**src/rtl/pulse_generator_pkg.sv**
```systemverilog
// -----------------------------------------------------------------------------
// pulse_generator_pkg
//   Shared definitions for the pulse generator slice: FSM state encodings and
//   the two polarity constants used by the control-pin drivers.
// -----------------------------------------------------------------------------
package pulse_generator_pkg;

  // Encodings are fixed so the state can be probed against existing
  // sequencer documentation.
  typedef enum logic [1:0] {
    ST_IDLE   = 2'd0,
    ST_DELAY  = 2'd1,
    ST_ACTIVE = 2'd2
  } state_e;

  // pos_neg values: POL_HIGH = idle low / active high, POL_LOW = idle high / active low.
  localparam logic POL_HIGH = 1'b1;
  localparam logic POL_LOW  = 1'b0;

endpackage

```
**src/rtl/pulse_generator_counter.sv**
```systemverilog
// -----------------------------------------------------------------------------
// load_down_counter
//   Loadable down-counter that saturates at zero (never wraps). The loaded
//   value is held while en is low.
//   Ports:
//     iClk    in   clock
//     iRst_n  in   synchronous active-low reset (count -> 0)
//     clr     in   synchronous clear (count -> 0)
//     load    in   load val (has priority over en)
//     val     in   W-bit load value
//     en      in   decrement enable
//     cnt     out  W-bit current count
//     last    out  count equals 1 (final cycle of the interval)
// -----------------------------------------------------------------------------
module load_down_counter #(
  parameter int W = 16
) (
  input  logic         iClk,
  input  logic         iRst_n,
  input  logic         clr,
  input  logic         load,
  input  logic [W-1:0] val,
  input  logic         en,
  output logic [W-1:0] cnt,
  output logic         last
);

  logic [W-1:0] cnt_q;

  // NOTE: reset is synchronous, so it is just the highest-priority branch of
  // the clocked block; state updates use non-blocking (<=) so every flop sees
  // the pre-edge values of the others.
  always_ff @(posedge iClk) begin
    if (!iRst_n || clr) begin
      cnt_q <= '0;
    end else if (load) begin
      cnt_q <= val;
    end else if (en && (cnt_q != '0)) begin
      cnt_q <= cnt_q - W'(1);
    end
  end

  assign cnt  = cnt_q;
  assign last = (cnt_q == W'(1));

endmodule

```
**src/rtl/pulse_generator.sv**
```systemverilog
// -----------------------------------------------------------------------------
// pulse_generator
//   Turns a one-cycle trigger strobe into a single clean pulse on a control
//   pin, after a programmable delay, with programmable width and polarity.
//   Ports:
//     iClk      in   system clock
//     iRst_n    in   synchronous active-low reset
//     iClear    in   synchronous abort (same effect as reset)
//     iTrigger  in   one-cycle start strobe
//     pos_neg   in   polarity: 1 = idle low/active high, 0 = idle high/active low
//     iDelay    in   cycles from trigger to assertion (sampled with trigger)
//     iWidth    in   active cycles, 0 treated as 1 (sampled with trigger)
//     oPulse    out  registered pulse
//     oBusy     out  delay or active phase in progress
//     oDone     out  one-cycle strobe as oPulse returns to idle
//     oOverrun  out  one-cycle strobe: trigger dropped while busy (RETRIG=0)
//
//   The FSM state is one cycle ahead of the outputs: every output flop is
//   computed from the registered state, so no input reaches an output
//   combinationally and a trigger on edge T asserts oPulse on edge T+1+D.
// -----------------------------------------------------------------------------
module pulse_generator
  import pulse_generator_pkg::*;
#(
  parameter int DLY_W  = 16,
  parameter int PW_W   = 16,
  parameter bit RETRIG = 1'b0
) (
  input  logic             iClk,
  input  logic             iRst_n,
  input  logic             iClear,
  input  logic             iTrigger,
  input  logic             pos_neg,
  input  logic [DLY_W-1:0] iDelay,
  input  logic [PW_W-1:0]  iWidth,
  output logic             oPulse,
  output logic             oBusy,
  output logic             oDone,
  output logic             oOverrun
);

  state_e state_q;
  logic   pol_q;        // polarity latched at the trigger
  logic   done_ev_q;    // ACTIVE -> IDLE happened this edge
  logic   ovr_ev_q;     // trigger dropped this edge
  logic   pulse_q;
  logic   busy_q;
  logic   done_q;
  logic   ovr_q;

  logic             rst_all;
  logic             busy;
  logic             start;
  logic             retrig;
  logic             dly_zero;
  logic [PW_W-1:0]  width_ld;
  logic             dly_load;
  logic             wid_load;
  logic [DLY_W-1:0] dly_cnt;
  logic [PW_W-1:0]  wid_cnt;
  logic             dly_last;
  logic             wid_last;
  logic             dly_end;
  logic             wid_end;

  assign rst_all  = !iRst_n || iClear;
  assign busy     = (state_q != ST_IDLE);
  assign start    = iTrigger && (state_q == ST_IDLE);
  assign retrig   = iTrigger && busy && RETRIG;
  assign dly_zero = (iDelay == '0);
  assign width_ld = (iWidth == '0) ? PW_W'(1) : iWidth;

  // Width is only loaded at a start or an ACTIVE retrigger; a DELAY
  // retrigger restarts the delay but keeps the width captured at the start.
  assign dly_load = start || (retrig && (state_q == ST_DELAY));
  assign wid_load = start || (retrig && (state_q == ST_ACTIVE));

  // A zero count can only arise from a zero delay load, which the FSM
  // bypasses; treating it as "end" guarantees the FSM can never stall.
  assign dly_end = dly_last || (dly_cnt == '0);
  assign wid_end = wid_last || (wid_cnt == '0);

  load_down_counter #(.W(DLY_W)) u_dly_cnt (
    .iClk   (iClk),
    .iRst_n (iRst_n),
    .clr    (iClear),
    .load   (dly_load),
    .val    (iDelay),
    .en     (state_q == ST_DELAY),
    .cnt    (dly_cnt),
    .last   (dly_last)
  );

  load_down_counter #(.W(PW_W)) u_wid_cnt (
    .iClk   (iClk),
    .iRst_n (iRst_n),
    .clr    (iClear),
    .load   (wid_load),
    .val    (width_ld),
    .en     (state_q == ST_ACTIVE),
    .cnt    (wid_cnt),
    .last   (wid_last)
  );

  always_ff @(posedge iClk) begin
    if (rst_all) begin
      state_q   <= ST_IDLE;
      pol_q     <= POL_HIGH;
      done_ev_q <= 1'b0;
      ovr_ev_q  <= 1'b0;
      pulse_q   <= ~pos_neg;
      busy_q    <= 1'b0;
      done_q    <= 1'b0;
      ovr_q     <= 1'b0;
    end else begin
      done_ev_q <= 1'b0;
      ovr_ev_q  <= iTrigger && busy && !RETRIG;

      case (state_q)
        ST_IDLE: begin
          if (iTrigger) begin
            pol_q   <= pos_neg;
            state_q <= dly_zero ? ST_ACTIVE : ST_DELAY;
          end
        end
        ST_DELAY: begin
          if (retrig) begin
            if (dly_zero) state_q <= ST_ACTIVE;
          end else if (dly_end) begin
            state_q <= ST_ACTIVE;
          end
        end
        ST_ACTIVE: begin
          // A retrigger reloads the width counter and holds ACTIVE, so the
          // output never drops between the old and the extended pulse.
          if (!retrig && wid_end) begin
            state_q   <= ST_IDLE;
            done_ev_q <= 1'b1;
          end
        end
        default: state_q <= ST_IDLE;
      endcase

      // Output stage: one register behind the FSM. In IDLE the live polarity
      // is followed; otherwise the polarity latched at the trigger is used.
      case (state_q)
        ST_ACTIVE: pulse_q <= pol_q;
        ST_DELAY:  pulse_q <= ~pol_q;
        default:   pulse_q <= ~pos_neg;
      endcase
      busy_q <= busy;
      done_q <= done_ev_q;
      ovr_q  <= ovr_ev_q;
    end
  end

  assign oPulse   = pulse_q;
  assign oBusy    = busy_q;
  assign oDone    = done_q;
  assign oOverrun = ovr_q;

endmodule

```
**config.mk**
```make
export PLATFORM = sky130hd
export DESIGN_NAME = pulse_generator
export DESIGN_NICKNAME = d
export VERILOG_FILES = /design/src/rtl/pulse_generator_pkg.sv /design/src/rtl/pulse_generator_counter.sv /design/src/rtl/pulse_generator.sv
export SDC_FILE = /design/constraint.sdc
export NUM_CORES = 1
export LEC_CHECK = 0
export ABC_AREA = 1
export CAP_MARGIN = 20
export CORE_ASPECT_RATIO = 1.1
export CORE_UTILIZATION = 59
export DETAILED_ROUTE_END_ITERATION = 12
export PLACE_DENSITY = 0.86
export SYNTH_ARGS = -nofsm -noshare
export SYNTH_HDL_FRONTEND = slang
export SYNTH_SLANG_ARGS = --single-unit
```
**constraint.sdc**
```tcl
create_clock -name iClk -period 2.4 [get_ports iClk]
set_input_delay 0.72 -clock iClk [delete_from_list [all_inputs] [get_ports iClk]]
set_output_delay 0.72 -clock iClk [all_outputs]
set_load 0.02 [all_outputs]
```
==> impl_results.md <==
- Status: finished, final reports clean
- Post-Syn Area: 2730 um2
- Worst-case setup margin in the final layout: 0.443 ns
- Final period util: 0.815
- Kind of critical path: register to output pin
- First-pass DRT Iterations: 4
- CTS tree: built
- Wire length on met2: 3550 um
- Simple-gate area share of the yosys netlist: 0.417
- Clock period minus worst slack: 1.96 ns
- P_sw: 674 uW
- Synth Warn #: 0
- Longest Clk Path Bufs: 2
- #FFs+latches synth: 41
- Uppermost layer routed: met4
- Final setup skew: 0.00872 ns
- Biggest fanout along the worst timing path: 1
- Switching Fraction: 0.365
- Power share of the sequential group: 0.408
- Max Cap Violations: 0
- Placement row count: 25
- Register area share after synthesis: 0.301
- Setup-failing EPs final: 0
- Top cells by instance count after synthesis: nand2_1 (121), nor2_1 (87), dfxtp_1 (41)
- Sort of element at the start of the critical path: register
- Delay contributed by the slowest stage of the critical path: 0.61 ns
- Total clock sinks: 41
- Cell count after placement: 531
- Clock transition at path regs: 0.08 ns
- GP Congestion: 0.864
- Initial standard-cell utilization of the core: 0.623
- Average wire per cell in the routed design: 12.7 um
- DR vias: 2,889
- Number of nets produced by synthesis: 486
- DIE WIDTH: 66.8 um
- Post-DP HPWL: 5130 um
- HP Class: register to register
- Count of distinct cell types in the synthesized netlist: 29
- Portion of total power attributed to the clock network: 0.248
- Cell Pwr Density: 565 nW/um2
- Number of enable flip-flop cells after synthesis: 0
- Initial antenna violation count: 0
- Peak clock frequency supported by timing: 511 MHz
- I/O pin count: 41
- Area share of the largest cell type after synthesis: 0.301
- H-Tree Level Count: 2
- RSZ-0062 raised after global routing: false
- Count of buffering cells on the critical path with inverters included: 1
- Final cell count without fillers: 539
- Gate Count Post-Synth: 442
- Residual antenna-violating net count after detailed routing: 0
- Diodes inserted: 0
- Number of remaining DRC errors: 0
- Synth area leaders: dfxtp_1 (30%), nand2_1 (17%), nor2_1 (12%)
- Async set-reset flop share out of synthesis: 0
- Yosys top cell by area: dfxtp_1
- Actual slew at the worst max-slew pin: 0.381 ns
- CTS resizes: 0
- Number of hold-slack violations in the final timing report: 0
- # nets final: 528
- Growth of design area from synthesis to finish: 19.7%
- CP max stage cell: clkdlybuf4s50_1
- Hold-fix buffers at CTS: 0
- Total setup buffers inserted after CTS: 0
- Per-instance average area after synthesis: 6.17 um2
- Synth Area in Adders: 0.0321
- Wire length of the first global-routing pass: 11,800 um
- Vert. Die Dim: 73.3 um
- Xor/xnor cell area share of the yosys netlist: 0.0450
- Kind of cell adding the most delay to the critical path: buffers and inverters
- Die Footprint: 4900 um2
- Ys flop type: dfxtp_1
- Post-route setup TNS: 0 ns
- Per-cell via count in the routed design: 5.36
- Worst slack at placement: 0.271 ns
- Combinational share of power: 0.345
- Routed length on met1: 2850 um
- Root buffer selected by CTS: clkbuf_8
- Int Pwr: 1.17 mW
- Arrival time of the worst setup path: 1.24 ns
- Fraction of final layout cells sized beyond drive strength 1: 0.0639
- Cells along the critical path: clkdlybuf4s50_1
- Slew headroom: 0.745
- Combinational family with the most area after synthesis: simple AND/OR/NAND/NOR gates
- Top-count cell post-synth: nand2_1
- Critical path endpoint category: output pin
- Final core occ: 0.745
- Standby leakage power: 1.51 nW
- Fill cell total of the finished layout: 384
- Largest voltage drop on the vdd net: 334 uV
- Max-slew violation count: 0
- Floorplan Core Area: 4380 um2
- Total power of the final layout: 1.85 mW
- Worst Path Required: 1.68 ns
- Met3 routed WL: 256 um
- Largest net degree at the start of global routing: 30
- Port-buffer cells: 40
- Clock insertion delay at the later pin of the skew report: 0.30 ns
- Vias in the first global route: 2,817
- TritonCTS Buffers: 5
- Global router's overall resource usage: 0.312
- Leftover overflow at the end of global routing: 0
- Area fraction in compound gates after synthesis: 0.116
- Routed Wire Length: 6820 um
- Mux contribution to synthesized area: 0.00367
- Detailed Route Iter0 Violations: 231
-- logic make-up after synthesis --
kind of cell,after synthesis
buffers and inverters,52
XOR/XNOR,14
adder cells (fa/ha/maj),7
AO/OA/AOI/OAI,59
AND/OR/NAND/NOR,268
multiplexers,1
flip-flops,41
-- flip-flops by register name, summed over array words and instances (netlist names) --
| register | count |
|---|---|
| done_ev_q | 1 |
| oBusy | 1 |
| oDone | 1 |
| oOverrun | 1 |
| oPulse | 1 |
| ovr_ev_q | 1 |
| pol_q | 1 |
| state_q | 2 |
| u_dly_cnt.cnt | 16 |
| u_wid_cnt.cnt | 16 |
-- layout by cell type, fill, tap and decap left out --
master           Yosys  final
xor2_1              10     10
ha_1                 7      7
a31oi_1              7      7
o21ai_2              1      1
xnor2_1              4      4
clkinv_2             0      2
inv_2                2      2
nand3b_1             4      4
nor2_4               2      2
mux2i_1              1      1
nand3_1             38     38
a31o_2               1      1
nand3_2              1      1
o21ai_0             20     20
buf_4                0      6
nand2_4              3      3
nand2_1            121    121
nand4_1              2      2
clkdlybuf4s50_1      0     40
nand2_2              4      4
a21oi_1             26     26
o21bai_1             2      2
o21ai_1              2      2
clkinvlp_4           0      1
nor3_1               4      4
dfxtp_1             41     41
nor2_2               2      2
inv_1               38     38
buf_12               1      1
nor2_1              87     87
clkbuf_8             0      5
-- stage by stage --
stage / area (um2) / hold WS, ns
after detailed placement: 3180 / 0.400
final: 3260 / 0.413
after floorplan: 2730 / 0.394
after CTS: 3260 / 0.412
after global routing: 3260 / 0.440
after global placement: 3180 / 0.399
-- worst paths after layout --
check / slack (ns) / start / endpoint / cells after the start
max: 0.44 / oPulse$_DFF_P_ / oPulse / 1
min: 0.41 / done_ev_q$_SDFF_PP0_ / oDone$_SDFF_PP0_ / 2
max reg2reg: 0.65 / u_wid_cnt.cnt[0]$_SDFFE_PP0P_ / u_wid_cnt.cnt[9]$_SDFFE_PP0P_ / 11
min reg2reg: 0.41 / done_ev_q$_SDFF_PP0_ / oDone$_SDFF_PP0_ / 2
-- power by group through the flow --
stage / sequential (mW) / clock [mW] / combinational (mW)
2_1_floorplan: 0.760 / 0 / 0.458
3_3_place_gp: 0.765 / 0 / 0.608
3_5_place_dp: 0.767 / 0 / 0.625
4_1_cts: 0.751 / 0.458 / 0.632
5_1_grt: 0.757 / 0.491 / 0.720
6_report: 0.752 / 0.457 / 0.636
-- final cells by class --
type / count / area [um2] / share of cell area
Timing Repair Buffer: 47 / 465 / 0.143
Inverter: 40 / 150 / 0.0460
Clock buffer: 5 / 68.8 / 0.0211
Tap cell: 54 / 67.6 / 0.0207
Multi-Input combinational cell: 349 / 1670 / 0.513
Sequential cell: 41 / 821 / 0.251
Clock inverter: 3 / 17.5 / 0.00537
-- worst register-to-register path, cell delays in order (launching register included) --
cell     delay (ns)
dfxtp_1        0.36
inv_1          0.11
ha_1           0.22
nand2_2        0.13
nor2_4         0.16
nand2_2        0.10
nand2_4        0.10
nand2_4        0.13
o21ai_0        0.19
inv_1          0.06
nand2_1        0.06
inv_1          0.03
-- routing by layer --
layer,GRT usage,vias up
li1,-,1496
met4,0.130,0
met1,0.348,1305
met5,0,-
met2,0.572,71
met3,0.0575,17
(Power assumes the default switching activity.)
